### config.mk
export PLATFORM = sky130hd
export DESIGN_NAME = multicycle_controller
export DESIGN_NICKNAME = d
export VERILOG_FILES = /design/src/rtl/multicycle_controller.sv
export SDC_FILE = /design/constraint.sdc
export NUM_CORES = 1
export LEC_CHECK = 0
export CORE_MARGIN = 2
export CORE_UTILIZATION = 43
export CTS_CLUSTER_SIZE = 30
export DETAILED_ROUTE_END_ITERATION = 8
export GPL_ROUTABILITY_DRIVEN = 0
export MAX_ROUTING_LAYER = met4
export PLACE_DENSITY = 0.88
export SLEW_MARGIN = 20
export SYNTH_ARGS = -nofsm -noshare
export SYNTH_HDL_FRONTEND = slang
export SYNTH_SLANG_ARGS = --single-unit
### constraint.sdc
create_clock -name clk -period 3.06 [get_ports clk]
set_clock_uncertainty 0.2 [all_clocks]
set_input_delay 0.918 -clock clk [delete_from_list [all_inputs] [get_ports clk]]
set_output_delay 0.918 -clock clk [all_outputs]
set_load 0.01 [all_outputs]
### src/rtl/multicycle_controller.sv
// multicycle_controller
//   Control FSM for a single-accumulator multicycle datapath. One state per
//   cycle; memory states stall on mem_ready. Also counts completed fetches.
//
// Ports
//   clk          single clock, all state on rising edge
//   rst          synchronous reset, active low; also gates all write/enables
//   opcode[2:0]  ir[15:13]   000 LOAD, 001 STORE, 010 JUMP, 011 BRANZ,
//                            100 ALU, 101/110/111 reserved (NOP)
//   func[2:0]    ir[2:0]     ALU function for opcode 100 (111 = NOP)
//   zero         ALU zero flag, used by BRANZ
//   mem_ready    memory access complete
//   iord, mem_read, mem_write, ir_write, acc_write, mem_to_acc,
//   alu_src_a, pc_src, pc_en    datapath controls
//   alu_src_b[1:0]   00 MDR, 01 const 1, 10 IR address
//   alu_opc[2:0]     000 add .. 110 pass B
//   state[2:0]       current state (debug)
//   instr_count[N-1:0]  completed fetches, wraps modulo 2^N
module multicycle_controller #(
  parameter int N = 16
) (
  input  logic         clk,
  input  logic         rst,
  input  logic [2:0]   opcode,
  input  logic [2:0]   func,
  input  logic         zero,
  input  logic         mem_ready,
  output logic         iord,
  output logic         mem_read,
  output logic         mem_write,
  output logic         ir_write,
  output logic         acc_write,
  output logic         mem_to_acc,
  output logic         alu_src_a,
  output logic         pc_src,
  output logic         pc_en,
  output logic [1:0]   alu_src_b,
  output logic [2:0]   alu_opc,
  output logic [2:0]   state,
  output logic [N-1:0] instr_count
);

  typedef enum logic [2:0] {
    FETCH   = 3'd0,
    DECODE  = 3'd1,
    MEM_RD  = 3'd2,
    LOAD_WB = 3'd3,
    MEM_WR  = 3'd4,
    JUMP    = 3'd5,
    BRANCH  = 3'd6,
    ALU_EX  = 3'd7
  } state_t;

  localparam logic [2:0] OP_LOAD  = 3'b000;
  localparam logic [2:0] OP_STORE = 3'b001;
  localparam logic [2:0] OP_JUMP  = 3'b010;
  localparam logic [2:0] OP_BRANZ = 3'b011;
  localparam logic [2:0] OP_ALU   = 3'b100;

  localparam logic [2:0] ALU_ADD   = 3'b000;
  localparam logic [2:0] ALU_PASSA = 3'b101;
  localparam logic [2:0] FN_NOP    = 3'b111;

  localparam logic [1:0] SRCB_MDR  = 2'b00;
  localparam logic [1:0] SRCB_ONE  = 2'b01;

  localparam logic [N-1:0] CNT_ONE = {{(N-1){1'b0}}, 1'b1};

  state_t cur, nxt;
  logic [N-1:0] cnt;

  // raw write/enables before the reset gate
  logic mem_read_r, mem_write_r, ir_write_r, acc_write_r, pc_en_r;

  always_ff @(posedge clk) begin
    if (!rst) begin
      cur <= FETCH;
      cnt <= '0;
    end else begin
      cur <= nxt;
      if (cur == FETCH && mem_ready) cnt <= cnt + CNT_ONE;
    end
  end

  always_comb begin
    nxt         = cur;
    iord        = 1'b0;
    mem_read_r  = 1'b0;
    mem_write_r = 1'b0;
    ir_write_r  = 1'b0;
    acc_write_r = 1'b0;
    pc_en_r     = 1'b0;
    mem_to_acc  = 1'b0;
    alu_src_a   = 1'b0;
    alu_src_b   = SRCB_MDR;
    alu_opc     = ALU_ADD;
    pc_src      = 1'b0;
    case (cur)
      FETCH: begin
        // PC + 1 computed in the ALU while the instruction is read
        mem_read_r = 1'b1;
        alu_src_b  = SRCB_ONE;
        if (mem_ready) begin
          ir_write_r = 1'b1;
          pc_en_r    = 1'b1;
          nxt        = DECODE;
        end
      end
      DECODE: begin
        case (opcode)
          OP_LOAD, OP_ALU: nxt = MEM_RD;
          OP_STORE:        nxt = MEM_WR;
          OP_JUMP:         nxt = JUMP;
          OP_BRANZ:        nxt = BRANCH;
          default:         nxt = FETCH;   // reserved opcodes act as NOP
        endcase
      end
      MEM_RD: begin
        iord       = 1'b1;
        mem_read_r = 1'b1;
        if (mem_ready) begin
          if (opcode == OP_LOAD)     nxt = LOAD_WB;
          else if (opcode == OP_ALU) nxt = ALU_EX;
          else                       nxt = FETCH;
        end
      end
      LOAD_WB: begin
        acc_write_r = 1'b1;
        mem_to_acc  = 1'b1;
        nxt         = FETCH;
      end
      MEM_WR: begin
        iord        = 1'b1;
        mem_write_r = 1'b1;
        if (mem_ready) nxt = FETCH;
      end
      JUMP: begin
        pc_en_r = 1'b1;
        pc_src  = 1'b1;
        nxt     = FETCH;
      end
      BRANCH: begin
        // ACC passes through the ALU; the PC loads only when the flag is set
        alu_src_a = 1'b1;
        alu_opc   = ALU_PASSA;
        pc_src    = 1'b1;
        pc_en_r   = zero;
        nxt       = FETCH;
      end
      ALU_EX: begin
        alu_src_a = 1'b1;
        alu_src_b = SRCB_MDR;
        if (func == FN_NOP) begin
          alu_opc     = ALU_ADD;
          acc_write_r = 1'b0;
        end else begin
          alu_opc     = func;
          acc_write_r = 1'b1;
        end
        nxt = FETCH;
      end
      default: nxt = FETCH;
    endcase
  end

  // reset suppresses every side effect in the same cycle
  assign mem_read    = mem_read_r  & rst;
  assign mem_write   = mem_write_r & rst;
  assign ir_write    = ir_write_r  & rst;
  assign acc_write   = acc_write_r & rst;
  assign pc_en       = pc_en_r     & rst;
  assign state       = cur;
  assign instr_count = cnt;

endmodule

==> results.sh <==
export IMPL_status="completed"
export IMPL_cp_arrival_ps=1910
export IMPL_synth_warnings=0
export IMPL_crit_fanout=3
export IMPL_cts_root_buf="clkbuf_4"
export IMPL_critPathBufInv=2
export IMPL_layout_nets=204
export IMPL_ios=43
export IMPL_crit_chain="clkdlybuf4s15_1 -> or4b_4 -> a21oi_2 -> buf_2"
export IMPL_antenna_found_initial=0
export IMPL_ant_nets=0
export IMPL_slowest_delay_ps=500
export IMPL_powerDensity_nw_per_um2=314.9
export IMPL_die_h_um=54.49
export IMPL_hold_violations=0
export IMPL_place_port_buffers=41
export IMPL_finalCriticalPeriod_ps=3027
export IMPL_min_to="instr_count[15]"
export IMPL_fp_dieW_um=54.49
export IMPL_r2r_end="instr_count[9]"
export IMPL_finalSetupTns_ps=0
export IMPL_area_growth_pct=47.37
export IMPL_synthArstFlopShare_pct=0
export IMPL_setup_viol=0
export IMPL_synth_seq_cells=19
export IMPL_via_per_inst=5.207
export IMPL_multiInputGateArea_um2=669.4
export IMPL_worstSkewPairLatency_ps=300
export IMPL_synth_edff_count=0
export IMPL_tritoncts="built"
export IMPL_reg2regPathDepth=6
export IMPL_ys_types=35
export IMPL_dr_pass1_iters=4
export IMPL_start_kind="input pin"
export IMPL_cts_sinks=19
export IMPL_drive_above_1_share_pct=16.67
export IMPL_crit_path_end_kind="output pin"
export IMPL_coreArea_um2=2455
export IMPL_cts_max_level=1
export IMPL_grt_pass1_vias=1098
export IMPL_numCtsBuffers=3
export IMPL_rrSetupSlack_ps=860
export IMPL_synth_seq_area_share_pct=34.70
export IMPL_p_total_uw=508.6
export IMPL_area_sequential_um2=380.4
export IMPL_vias=1156
export IMPL_hold_depth=2
export IMPL_slew_violations=0
export IMPL_fill_cells=220
export IMPL_power_leakage_uw=0.0006887
export IMPL_critPathRequiredTime_ps=1940
export IMPL_post_dp_hpwl_mm=2.217
export IMPL_period_share_pct=98.91
export IMPL_grt_setup_unrepaired="false"
export IMPL_hp_start="instr_count[15]"
export IMPL_overflow=0
export IMPL_worstSetupPathType="in2out"
export IMPL_fp_row_count=18
export IMPL_antennaDiodeCount=0
export IMPL_r2r_start="state[1]"
export IMPL_die_area_um2=2969
export IMPL_initial_core_util_pct=44.65
export IMPL_drc_errors=0
export IMPL_clk_pin_slew_ps=100
export IMPL_wl_per_cell_um=12.43
export IMPL_hold_class="reg2reg"
export IMPL_first_iter_violations=9
export IMPL_routed_wirelength_mm=2.760
export IMPL_crit_slowest_cell="or4b_4"
export IMPL_final_util_pct=65.80
export IMPL_grt_pass1_wl_mm=4.540
export IMPL_syn_area_per_cell_um2=7.773
export IMPL_synth_nets=152
export IMPL_track_usage_pct=21.17
export IMPL_grt_max_degree=12
export IMPL_synth_area_um2=1096
export IMPL_syn_inst=141
export IMPL_fmax_mhz=330.4
export IMPL_crit_family="simple AND/OR/NAND/NOR gates"
export IMPL_clockBufferDepth=2
export IMPL_yosys_most_used_dff="dfxtp_1"
export IMPL_ir_drop_uv=200.7
export IMPL_maxCapViolCount=0
==> through the flow <==
stage               instances  area [um2]  setup slack [ps]  hold WS (ps)
floorplan                 141        1096             66.58         289.6
global placement          217        1592            -703.1         254.7
detailed placement        217        1592            -700.5         277.0
CTS                       222        1625             2.534         291.8
global route              222        1615             4.999         327.5
finish                    222        1615             33.25         285.2
==> synthesized netlist by cell type, drive strengths merged (4+ instances only) <==
cell type   n  area, um2
nand2b      6      37.54
buf         5      38.78
a21oi       8      40.04
xor2        5      43.79
nand3      10      50.05
nor2       17      63.81
nand4       4      25.02
dfxtp      19      380.4
nand2      20      75.07
mux2i       5      50.05
xnor2       5      43.79
nor3        7      35.03
==> flip-flops by register name, indices dropped and copies added (netlist names) <==
name         flops
instr_count     16
state            3
==> report_power, final <==
group	internal (uW)	switching (uW)	total [uW]
sequential	253	7.81	261
combinational	62.7	57.5	120
clock	50.8	76.4	127
==> how the worst max path moves through the flow <==
stage              start    endpoint  slack, ps  cells after the start
3_5_place_dp   mem_ready    ir_write       -700                      4
2_1_floorplan  mem_ready       pc_en         70                      4
5_1_grt        mem_ready       pc_en          5                      4
6_report       mem_ready       pc_en         30                      4
4_1_cts          func[1]  alu_opc[2]          3                      5
3_3_place_gp   mem_ready       pc_en       -700                      4
==> cells by family (layout without fill, tap and decap cells) <==
family          after synthesis  in the layout  share of synthesized area, %
compound gates               14             14                         7.077
xor+xnor                     10             10                         7.991
fa+ha+maj                     1              1                         1.141
buf+inv                      11             62                         5.593
flops                        19             19                         34.70
mux                           5              5                         4.566
other cells                   1              1                        0.3421
simple gates                 80             80                         38.59
==> metal layers <==
layer | GRT usage [%] | wire length, um | up-vias
met5 | - | 0 | -
met4 | 10.00 | 47 | 0
met3 | 2.186 | 128 | 8
met2 | 37.15 | 1376 | 46
met1 | 23.96 | 1207 | 517
li1 | - | - | 585
==> layout by cell type (no fill, tap or decap), drive strengths merged, types with 6 or more instances in the layout <==
cell type / instances
nand2b: 6
nand2: 20
clkdlybuf4s50: 30
a21oi: 8
clkbuf: 6
nor2: 17
dfxtp: 19
buf: 18
nor3: 7
nand3: 10
==> tightest hold or removal path, cell delays in order (launching register included) <==
cell and delay (ps):
dfxtp_1 330, nand2_1 50, mux2i_1 60
==> layout make-up <==
type,count,share of cell area (%)
multi-input combinational,111,41.44
timing repair buffer,55,30.36
sequential,19,23.55
tap,30,2.324
clock buffer,4,1.627
inverter,3,0.6971
==> timing repair <==
action | in CTS | in global routing
endpoints found under the setup margin | 9 | 5
pin swaps | 1 | 1
resized for setup | 28 | 7
setup buffers | 1 | 0
hold endpoints to repair | 0 | 0
hold buffers | 0 | 0
Note: power is estimated with default switching activity, not from simulation.
